--- src/rtl/bcd_sevenseg_scan.sv ---
// Time-multiplexed 3-digit seven-segment driver with per-frame BCD snapshot.
// Optional leading-zero blanking is enabled by defining BCD_SEVENSEG_SCAN_LZB_EN.
module bcd_sevenseg_scan #(
    parameter int unsigned TICKS_PER_DIGIT = 1000,
    parameter int unsigned PRESCALE_W      = 16
) (
    input  logic        clk,
    input  logic        rst,
    input  logic        en,
    input  logic [11:0] bcd,
    output logic [6:0]  seg,
    output logic [2:0]  an,
    output logic        frame_done
);

    typedef enum logic [1:0] {
        StInit,
        StDig0,
        StDig1,
        StDig2
    } state_e;

    localparam logic [PRESCALE_W-1:0] CntLast = PRESCALE_W'(TICKS_PER_DIGIT - 1);
    localparam logic [PRESCALE_W-1:0] CntOne  = PRESCALE_W'(1);

`ifdef BCD_SEVENSEG_SCAN_LZB_EN
    localparam bit LzbEn = 1'b1;
`else
    localparam bit LzbEn = 1'b0;
`endif

    state_e                state_q, state_d;
    logic [PRESCALE_W-1:0] cnt_q, cnt_d;
    logic [11:0]           snap_q, snap_d;
    logic                  frame_done_q, frame_done_d;

    function automatic logic [6:0] seg7(input logic [3:0] nib);
        logic [6:0] s;
        unique case (nib)
            4'd0:    s = 7'h3F;
            4'd1:    s = 7'h06;
            4'd2:    s = 7'h5B;
            4'd3:    s = 7'h4F;
            4'd4:    s = 7'h66;
            4'd5:    s = 7'h6D;
            4'd6:    s = 7'h7D;
            4'd7:    s = 7'h07;
            4'd8:    s = 7'h7F;
            4'd9:    s = 7'h6F;
            default: s = 7'h40;
        endcase
        return s;
    endfunction

    always_ff @(posedge clk or posedge rst) begin
        if (rst) begin
            state_q      <= StInit;
            cnt_q        <= '0;
            snap_q       <= 12'h000;
            frame_done_q <= 1'b0;
        end else begin
            state_q      <= state_d;
            cnt_q        <= cnt_d;
            snap_q       <= snap_d;
            frame_done_q <= frame_done_d;
        end
    end

    always_comb begin
        state_d      = state_q;
        cnt_d        = cnt_q;
        snap_d       = snap_q;
        frame_done_d = 1'b0;
        if (state_q == StInit) begin
            // Leaving reset captures a fresh frame unconditionally, without a pulse.
            snap_d  = bcd;
            cnt_d   = '0;
            state_d = StDig0;
        end else if (en) begin
            if (cnt_q == CntLast) begin
                cnt_d = '0;
                unique case (state_q)
                    StDig0: state_d = StDig1;
                    StDig1: state_d = StDig2;
                    default: begin
                        state_d      = StDig0;
                        snap_d       = bcd;
                        frame_done_d = 1'b1;
                    end
                endcase
            end else begin
                cnt_d = cnt_q + CntOne;
            end
        end
    end

    always_comb begin
        logic [3:0] nib;
        logic       blank;
        an    = 3'b000;
        nib   = 4'h0;
        blank = 1'b1;
        unique case (state_q)
            StInit: ;
            StDig0: begin
                an    = 3'b001;
                nib   = snap_q[3:0];
                blank = 1'b0;
            end
            StDig1: begin
                an    = 3'b010;
                nib   = snap_q[7:4];
                blank = LzbEn && (snap_q[11:8] == 4'h0) && (snap_q[7:4] == 4'h0);
            end
            StDig2: begin
                an    = 3'b100;
                nib   = snap_q[11:8];
                blank = LzbEn && (snap_q[11:8] == 4'h0);
            end
        endcase
        seg = blank ? 7'h00 : seg7(nib);
    end

    assign frame_done = frame_done_q;

endmodule

--- config.mk ---
export PLATFORM = sky130hd
export DESIGN_NAME = bcd_sevenseg_scan
export DESIGN_NICKNAME = d
export VERILOG_FILES = /design/src/rtl/bcd_sevenseg_scan.sv
export SDC_FILE = /design/constraint.sdc
export NUM_CORES = 1
export LEC_CHECK = 0
export ABC_AREA = 0
export CORE_ASPECT_RATIO = 1.1
export CORE_MARGIN = 1
export CORE_UTILIZATION = 30
export DETAILED_ROUTE_END_ITERATION = 6
export GPL_TIMING_DRIVEN = 0
export PLACE_DENSITY_LB_ADDON = 0.08
export SYNTH_ARGS = -nofsm -noshare
export SYNTH_HDL_FRONTEND = slang
export SYNTH_SLANG_ARGS = --single-unit
--- constraint.sdc ---
create_clock -name clk -period 4.4 [get_ports clk]
set_input_delay 0.44 -clock clk [delete_from_list [all_inputs] [get_ports clk]]
set_output_delay 0.44 -clock clk [all_outputs]
set_load 0.02 [all_outputs]
* After elaboration in Yosys (flattened, before gate mapping)
Memories as Yosys holds them, arrays and structs flattened. Index checks and enable logic that the tools add are counted.
Storage, ports and cells: register bits 31, ROM bits 112, input bits 15, logic and storage cells 36, memories kept 1
Cells by class: $add $sub $neg 1, eq/ne operators 5, multiplexer cells 18, reduce and logical (&&, ||, !) cells 7
Memories:
- (no name shown) | depth 16, bits a word 7, read ports 1, clocked after memory_dff 0, wr ports 0, RTL line 39 | unique case (nib)
Operators by type and width (count):
- $mux W12 | 4
- $mux W16 | 3
- $add A16 B1 Y16 const B | 1
- $eq A16 B10 Y1 const B | 1
- $pmux W4 S3 | 1
- $pmux W3 S3 | 1
- $mux W7 | 1
- $mux W2 | 3
- $eq A2 B2 Y1 const B | 2
- $mux W1 | 4
- $pmux W2 S2 | 1
- $reduce_bool A2 Y1 | 2
- $reduce_and A3 Y1 | 1
- $reduce_or A3 Y1 | 1
- $eq A2 B1 Y1 const B | 1
- $logic_not A2 Y1 | 1
- $ne A2 B1 Y1 const B | 1
- $reduce_and A2 Y1 | 1
- $reduce_or A2 Y1 | 1

* Depth between registers and ports, before layout
Gate-level depths: netlist (run 1).
depth after elaboration 6, gate-level depth with buffers 9, depth with buffers taken out 9

* Least setup slack after synthesis (run 1)
No wires, ideal clock.
path kind register -> output, start point reg state_q[1], end point out seg[4], data arrival time 2170 ps, required time 3960 ps, path slack 1790 ps, stages on the path, launching flop included 9, buffers on the path 0, cells stage by stage dfrtp_1 -> inv_1 -> ha_1 -> a222oi_1 -> nor2_1 -> inv_1 -> ha_1 -> mux2i_1 -> a211oi_1
On the way: longest elaborated chain between the ends 4, elaborated cells between the ends (all ways) 7, those cells by class 3 x eq/ne; 2 x mux; 1 x reduce/logical; 1 x memory
Ends and longest elaborated chain:
- start: declaration | RTL line 32 | state_e state_q, state_d;
- start signal: assignment | RTL line 57 | state_q <= StInit;
- start signal: assignment | RTL line 62 | state_q <= state_d;
- $eq A2 B2 Y1 or $eq A2 B1 Y1 (tied branches) | RTL line 103 | unique case (state_q)
- $pmux W4 S3 | RTL line 103
- $mem_v2 Z16 W7
- $mux W7 (*) | RTL line 121 | seg = blank ? 7'h00 : seg7(nib);
- end: declaration | RTL line 11 | output logic [6:0] seg,
Mark *: on every way between the ends. The rest lies on a longest branch, timed or not.

* Worst setup path in the final report (run 1)
Ends and elaborated chain as after synthesis.

==> results of run 1 <==
how the worst max path moves through the flow:
| stage | depth (start not counted) | slack (ns) | endpoint |
|---|---|---|---|
| 2_1_floorplan | 8 | 1.79 | seg[4] |
| 3_3_place_gp | 9 | 1.21 | seg[4] |
| 3_5_place_dp | 7 | 1.22 | seg[2] |
| 4_1_cts | 7 | 0.89 | seg[2] |
| 5_1_grt | 10 | 0.64 | seg[3] |
| 6_report | 9 | 0.92 | seg[4] |
Yosys cell counts, drive strengths merged, types with 2 or more instances:
master / count / area (µm²)
nand4b: 11 / 96.3
or4: 2 / 18.8
xor2: 2 / 17.5
clkbuf: 9 / 33.8
a222oi: 4 / 40.0
o211ai: 12 / 90.1
o22ai: 11 / 68.8
or3: 3 / 18.8
and4: 2 / 17.5
mux2i: 3 / 30.0
o21ai: 7 / 46.3
or2: 4 / 25.0
ha: 15 / 188
o2111ai: 2 / 17.5
xnor2: 9 / 78.8
buf: 4 / 20.0
nand2b: 11 / 68.8
dfrtp: 31 / 776
or4b: 2 / 23.8
a21oi: 22 / 110
nand3: 3 / 15.0
nand4: 3 / 18.8
nor3: 4 / 20.0
inv: 13 / 48.8
nand2: 20 / 75.1
nor2: 15 / 56.3
nor4: 8 / 56.3
stage by stage:
| step | cells | util (%) | power (µW) |
|---|---|---|---|
| final | 355 | 38.8 | 734 |
| after global placement | 347 | 37.0 | 443 |
| after floorplan | 240 | - | 404 |
| after global routing | 355 | 38.8 | 773 |
| after CTS | 355 | 38.8 | 742 |
| after detailed placement | 347 | 37.0 | 443 |
kinds of logic after synthesis:
group	Yosys count
AND/OR/NAND/NOR	91
XOR/XNOR	11
AO/OA/AOI/OAI	62
flip-flops	31
adder cells (fa/ha/maj)	15
buffers and inverters	26
multiplexers	4
layer usage:
layer	vias up	routed length [µm]	GRT usage (%)
li1	950	-	-
met1	920	2670	22.0
met2	40	2840	28.6
met3	8	203	3.13
met4	0	90	5.03
met5	-	0	0
power breakdown:
group	switching, µW	internal (µW)
registers	28.2	309
clock network	114	183
logic	55.8	44.4
total	198	536
worst max-delay path: cells and delay by family (launching register included):
kind,cells,cell delay (ns)
AO/OA/AOI/OAI,2,0.71
adder cells (fa/ha/maj),2,0.45
buffers and inverters,3,0.89
flip-flops,1,0.44
multiplexers,1,0.07
AND/OR/NAND/NOR,1,0.19
state kept, by name (all words and copies together), names as in the netlist:
| signal | flops |
|---|---|
| cnt_q | 16 |
| frame_done | 1 |
| snap_q | 12 |
| state_q | 2 |
layout make-up:
| type | instances | area, µm² |
|---|---|---|
| Multi-Input combinational cell | 183 | 1270 |
| Clock inverter | 2 | 35.0 |
| Buffer | 13 | 53.8 |
| Clock buffer | 6 | 82.6 |
| Tap cell | 82 | 103 |
| Inverter | 13 | 48.8 |
| Fill cell | 711 | 4130 |
| Timing Repair Buffer | 25 | 250 |
| Sequential cell | 31 | 776 |
==> metrics, run 1 <==
status completed; critical path arrival about 3.0 ns; final hold slack approximately 0.55 ns; CP Capture Type primary output; CP Data Required Time approximately 4.0 ns; Setup Crit Path Kind flop to primary output; # diodes 0; layout cells sized above 1 6.96%; vias per cell 5.40; Synth Net Count 270; fmax around 290 MHz; Final Cell Area roughly 2600 µm²; hold path endpoint cnt_q[1]; Post-DP Area around 2500 µm²; Synth Instances 240; Setup violations, final 0; most frequent cells in the layout dfrtp_1 (31), clkdlybuf4s50_1 (25), a21oi_1 (22); adder-cell share of the synthesized area under 10%; flops & latches, synth 31; sequential share of the synthesized area 36.1%; crit path max-delay cell type clkdlybuf4s50_1; first-pass GRT wire length between 9 and 10 mm; Primary FF master, synth dfrtp_1; Post-synth EDFFs 0; Least-Margin Pin Slew 0.717 ns; worst slack, placed 1.22 ns; Synth Area in Simple Gates 25.1%; Leakage Power 0.00100 µW; initial antenna violation count 0; Synth Warn # 0; vias in the first global route 1923; critical path, cell by cell inv_1, ha_1, a222oi_1, nor2_1, inv_1, ha_1, mux2i_1, a211oi_1, clkdlybuf4s50_1; Reg-to-Reg End state_q[1]; area share of xor/xnor cells in the synthesized design ~4.5%; std cell rows 31; TNS Setup 0 ns; total track usage 17.2%; length of the first detailed-routing pass in iterations 5; H-tree depth 2; flop2flop setup slack 2.00 ns; CTS Root Cell clkbuf_8; Die Footprint 7500 µm²; most common cell after layout, fill and taps aside dfrtp_1; worst min path class flop to flop; die span in x about 83 µm; I/O Buffers 25; buffer depth of the longest clock path 2; Reg clk slew, reported paths around 0.07 ns; unrepaired setup endpoints after global routing no; Setup crit start state_q[1]; area delta synth->final 21.9%; Synth cell types 41; Die Y between 90 and 100 µm; Worst-Skew Late Latency around 0.28 ns; dpl hpwl between 4 and 5 mm; main combinational cell family by area after synthesis simple AND/OR/NAND/NOR gates; Avg Cell Area, Syn roughly 9 µm²; Final GP Congestion 0.772; mux share of post-synthesis cell area 1.92%; Clock Sinks 31; Initial Util 31.8%; largest net degree at the start of global routing 32; compound-gate portion of the synthesized area about a fifth; RR Startpoint cnt_q[0]; final-stage net count 302; total grt overflow 0; Slew headroom 52.2%; I/O Pins 26; CTS tree built; Gates resized, CTS repair 0; R2R cell count 5; WHS Path Cells 2; peak supply drop between 0.1 and 0.15 mV; drt drc 0; Pwr Density 280 nW/µm²; Hold Crit Start cnt_q[1]; max incr delay on CP 0.64 ns; setup repair bufs after CTS 0; CP Max Fanout 6; detailed-route via count 1918; hold buffer count at cts 0; Slew Viols, Final 0; Max Cap Viol 0; DRT iter0 DRCs 156; Max Clock Skew 0.00557 ns; antenna-violating nets left 0; Total Wirelength roughly 5.8 mm; CTS Buf Count 5; period utilization 79.1%; Setup WS post-layout 0.920 ns; synthesized cell area 2150 µm²; min Tclk post-route 3.48 ns; CP Launch Type flop; Routed WL per cell 16.4 µm; core box area 6750 µm²; final hold vios 0; FFs w/ async S/R, synth 100%
Power figures use the tool's default switching activity.
==> run 2, diff against run 1 <==
==> constraint.sdc (replaced) <==
create_clock -name clk -period 2.9 [get_ports clk]
set_input_delay 0.29 -clock clk [delete_from_list [all_inputs] [get_ports clk]]
set_output_delay 0.29 -clock clk [all_outputs]
set_load 0.02 [all_outputs]
==> run 2 against run 1 <==
Global-route usage is 0.39 points higher. Design area up 2.5%. Critical path type unchanged. Total power increased by 52%. Clock skew is essentially flat.
==> metrics, run 2 (synthesis gave the netlist of run 1 again) <==
status completed; total grt overflow 0; register area approximately 780 µm²; peak supply drop between 0.15 and 0.2 mV; fmax 369 MHz; top flop regs cnt_q: 16 flops, snap_q: 12 flops, state_q: 2 flops; power share of the sequential group 45.9%; Pwr Density 415 nW/µm²; Leakage Power 0.00107 µW; die span in x between 80 and 90 µm; drt drc 0; std cell rows 31; Setup violations, final 0; first-pass GRT wire length ~10 mm; buffer depth of the longest clock path 2; # diodes 0; CTS tree built; largest net degree at the start of global routing 32; Max Cap Viol 0; detailed-route via count 1969; switch share a little over a quarter; Die Footprint 7500 µm²; I/O Buffers 25; Clk pwr share between 40% and 50%; layout filler cell count 711; footprint of the multi-input gates 1280 µm²; last element of the critical path seg[4]; layout cells sized above 1 between 10% and 20%; total track usage 17.5%; final hold vios 0; Sw Pwr 299 µW; Final Cell Area about 2700 µm²; CP Launch Type flop; CP Data Required Time 2.61 ns; Reg clk slew, reported paths 0.07 ns; critical path arrival 2.42 ns; Worst-Skew Late Latency 0.28 ns; Final GP Congestion just under 0.8; Routed WL per cell 16.2 µm; H-tree depth 2; I/O Pins 26; most frequent cells in the layout dfrtp_1 (31), a21oi_1 (22), nand2_1 (20); vias in the first global route 1989; Slew Viols, Final 0; final-stage net count 312; area delta synth->final 25.0%; R2R cell count 5; unrepaired setup endpoints after global routing no; CTS Buf Count 5; Total Wirelength a little under 6 mm; most common cell after layout, fill and taps aside dfrtp_1; Setup Crit Path Kind flop to primary output; Largest register FFs 16; Clock Sinks 31; Initial Util 31.8%; logic gate share of total power 13.7%; antenna-violating nets left 0; Reg-to-Reg End state_q[1]; Top reg by flops cnt_q; hold buffer count at cts 0; flop2flop setup slack 0.50 ns; core box area 6750 µm²; DRT iter0 DRCs 155; initial antenna violation count 0; length of the first detailed-routing pass in iterations 4; Die Y just over 90 µm; RR Startpoint cnt_q[0]; CTS Root Cell clkbuf_8; CP Capture Type primary output; Slew headroom 54.4%; worst min path class primary input to asynchronous set/reset pin; vias per cell between 5 and 6; P_int 814 µW; total power around 1100 µW; Setup crit start state_q[1]; period utilization 93.5%; Max Clock Skew 0.00554 ns; dpl hpwl 4.12 mm; Post-DP Area ~2500 µm²; CP Max Fanout 5; min Tclk post-route between 2 and 3 ns; Least-Margin Pin Slew 0.682 ns
-- run 2: cell count changes in the layout (fill, tap and decap cells not counted), sizes merged --
| cell | change |
|---|---|
| buf | +13 |
| clkbuf | +1 |
| clkdlybuf4s50 | -7 |
| dlygate4sd2 | +3 |
-- run 2: worst min-delay path by stage --
| stage | endpoint | slack (ns) | depth (start not counted) |
|---|---|---|---|
| 3_3_place_gp | cnt_q[1] | 0.54 | 2 |
| 2_1_floorplan | cnt_q[0] | 0.39 | 1 |
| 3_5_place_dp | snap_q[7] | 0.54 | 2 |
| 6_report | cnt_q[9] | 0.43 | 2 |
| 5_1_grt | cnt_q[9] | 0.51 | 2 |
| 4_1_cts | snap_q[7] | 0.56 | 2 |
-- run 2: power groups by stage --
stage               Combinational [µW]  Sequential [µW]  Clock [µW]
CTS                                154              511         460
finish                             152              511         449
global route                       177              518         477
global placement                   152              519           0
floorplan                          107              506           0
detailed placement                 155              518           0
-- run 2: layout make-up --
type | instances | area share [%]
plain buffers | 13 | 2.00
clock buffers | 6 | 3.08
clock inverters | 2 | 1.31
inverters | 13 | 1.82
multi-input cells | 183 | 47.6
flip-flops and latches | 31 | 28.9
well taps | 82 | 3.82
repair buffers | 35 | 11.4
-- run 2: through the flow --
stage	utilization, %	setup TNS, ns	hold slack, ns	std cells	setup WS, ns
3_5_place_dp	37.0	-0.669	0.543	347	-0.134
3_3_place_gp	37.0	-0.639	0.539	347	-0.137
5_1_grt	39.8	0	0.512	365	0.00563
6_report	39.8	0	0.429	365	0.189
4_1_cts	39.8	0	0.559	364	0.00109
2_1_floorplan	-	0	0.394	240	0.440
-- run 2: routing by layer --
layer	up-vias	part of all wire (%)	track usage, %
met5	-	0	0
met4	0	1.3	5.03
met3	6	3.2	3.13
met2	37	50	29.8
met1	956	45	22.1
li1	970	-	-
-- run 2: critical path, cell delays in order, from the launching register on --
cell and delay (ns):
dfrtp_1 0.39, buf_4 0.16, ha_2 0.19, a222oi_1 0.39, or2_4 0.22, buf_4 0.10
ha_1 0.16, a21oi_1 0.07, a211oi_1 0.25, buf_2 0.21
-- run 2: what timing repair did --
action | in CTS | in global routing
gates resized for setup | 15 | 13
cloned | 0 | 0
pin swaps | 4 | 2
buffers inserted | 9 | 1
setup endpoints to repair | 7 | 5
==> variant (config.mk and constraints of run 1) <==
Change the parameter `PRESCALE_W` from 16 to 24.
--- a/src/rtl/bcd_sevenseg_scan.sv
+++ b/src/rtl/bcd_sevenseg_scan.sv
@@ -2,7 +2,7 @@
 // Optional leading-zero blanking is enabled by defining BCD_SEVENSEG_SCAN_LZB_EN.
 module bcd_sevenseg_scan #(
     parameter int unsigned TICKS_PER_DIGIT = 1000,
-    parameter int unsigned PRESCALE_W      = 16
+    parameter int unsigned PRESCALE_W      = 24
 ) (
     input  logic        clk,
     input  logic        rst,
Formal check against the unedited RTL: no difference found for any inputs over 10 cycles, from zero or initial values and one cycle with rst high; that may be too few to reach the edited logic, so the function may still have changed.
==> variant against run 1 <==
The run now ends with DRC left; non-clock buffer count down 5; sequential cell count up 8; final area up 4.3%; setup slack worse by 210 ps; area after synthesis up 5.8%; wire length down 14%; power up 18%; maximum frequency down 5.8%; critical path depth down 1; global-route usage down 3.9 points; largest power group unchanged.
==> variant: results (changes against run 1) <==
** STA
- Worst Skew :: 6.475 ps (+0.9072 ps)
- The headroom to the max-slew limit was 43.64% (-8.6 points).

** Outcome
- The checks that failed: DRC.
- The flow ran to the end, but the final reports show violations.

** Synth
- Number of distinct standard cells referenced by the synthesized netlist :: 40 (-2.4%)
- Share of synthesized cell area in full adder, half adder and majority cells :: 8.260% (-0.48 points)
- The portion of netlist area occupied by mux cells was 7.379% (+5.5 points).
- Number of cells produced by synthesis :: 225 (-6.3%)
- By area the synthesized netlist is led by sky130_fd_sc_hd__dfrtp_1, sky130_fd_sc_hd__ha_1, sky130_fd_sc_hd__mux2_2, sky130_fd_sc_hd__a21oi_1, sky130_fd_sc_hd__or4_1.
- In the synthesized netlist, the cells that appear most often are sky130_fd_sc_hd__dfrtp_1, sky130_fd_sc_hd__a21oi_1, sky130_fd_sc_hd__ha_1.
- The number of nets produced by synthesis is 255 (-5.6%).
- The synthesized-area fraction occupied by ao, oa, aoi and oai cells came to 13.44% (-5.4 points).
- The xor-xnor portion of the synthesized cell area is 4.240% (-0.25 points).
- The fraction of the yosys area taken by sequential cells is 42.95% (+6.8 points).

** Placed design
- Half-perimeter wire length of the detailed placement result :: 3.566 mm (-13%)
- Cell area reported after detailed placement :: 0.002619 mm2 (+4.8%)
- The number of placed cells counting well taps was 334 (-3.7%).
- The pre-CTS setup slack came to 987.6 ps (-228.0 ps).
- The global placement routability congestion came to 0.7080 (-8.2%).
- The count of input and output buffers is 24 (-4.0%).

** Setup path
- The longest individual stage delay on the worst path is 780 ps (+140 ps).
- The highest fanout seen on the critical path was 7 (+1).
- Worst-path cell with the longest stage delay :: sky130_fd_sc_hd__a222oi_1
- Worst endpoint data arrival time :: 3250 ps (+210 ps)

** Cells and area
- The total of fill cells in the finished design is 713 (+0.28%).
- Nets :: 286 (-5.3%)
- The number of cells in the finished layout apart from fillers is 342 (-3.7%).
- The largest registers in the layout are cnt_q x24, snap_q x12, state_q x2.
- The share of final-layout standard cells stronger than drive strength 1 was 14.01% (+7.0 points).

** Clocking
- The number of buffers inserted during clock tree synthesis was 5 (unchanged).
- The buffers inserted during post-CTS setup optimization is 0 (unchanged).

** GRT
- The overall fraction of global-route tracks in use was 13.29% (-3.9 points).
- Maximum number of pins on one net before global-route repair :: 40 (+25%)
- Wire length of the first global-routing pass :: 8.293 mm (-15%)
- The number of global-route vias before repair came to 1705 (-11%).

** Drt
- The number of vias per cell after detailed routing is 5.257 (-2.7%).
- WL/cell :: 14.60 um (-11%)
- First drt pass iteration count :: 7 (+2)
- DRC violations left :: 5 (+5)
- Violation count after the first detailed-routing iteration :: 90 (-42%)

** Worst hold path
- Min-delay worst type :: in -> reg

** Power and ir drop
- Static leakage :: 1.124 nW (+12%)
- The largest voltage drop on the vdd net came to 0.1200 mV (-8.7%).
==> variant: report_power, final <==
group,internal [W],total (W),switching (W)
combinational,0.0000647,0.000140,0.0000752
sequential,0.000386,0.000421,0.0000358
clock,0.000169,0.000305,0.000136
==> variant: cell type report <==
cell class	count	area [um2]	area share [%]
Tap cell	85	106.4	3.894
Timing Repair Buffer	24	240.2	8.795
Multi-Input combinational cell	167	1204	44.07
Inverter	10	37.54	1.374
Sequential cell	39	975.9	35.73
Buffer	9	55.05	2.016
Clock buffer	5	68.82	2.519
Clock inverter	3	43.79	1.603
==> variant: path summary, 6_finish.rpt <==
kind                       startpoint        end  slack (ps)  cells past startpoint
min reg2reg                 snap_q[1]  snap_q[1]         520                      1
max in group asynchronous         rst  cnt_q[15]        3220                      2
max reg2reg                state_q[0]  cnt_q[23]        1820                      8
min                                en   cnt_q[1]         490                      3
max                        state_q[1]     seg[0]         710                      8
min in group asynchronous         rst  snap_q[2]         630                      2
==> variant: critical path, delay by kind of cell (launching register included) <==
family | cells | cell delay (ps)
adder cells (fa/ha/maj) | 1 | 280
AO/OA/AOI/OAI | 3 | 1060
AND/OR/NAND/NOR | 1 | 220
buffers and inverters | 3 | 940
flip-flops | 1 | 450
==> variant: logic make-up (layout without fill, tap and decap cells) <==
logic type,count (synthesis),after routing
xor gates and xnor gates,11,11
adders and majority gates,15,15
buffers and inverters,19,51
muxes,15,15
AOI/OAI and AO/OA,46,46
and+or+nand+nor,80,80
DFF,39,39
==> variant: routing by layer <==
| metal | vias to the layer above | wire length, um | track usage, % |
|---|---|---|---|
| li1 | 897 | - | - |
| met1 | 853 | 2344 | 16.71 |
| met2 | 44 | 2373 | 22.51 |
| met3 | 4 | 228 | 3.354 |
| met4 | 0 | 45 | 3.814 |
| met5 | - | 0 | 0 |
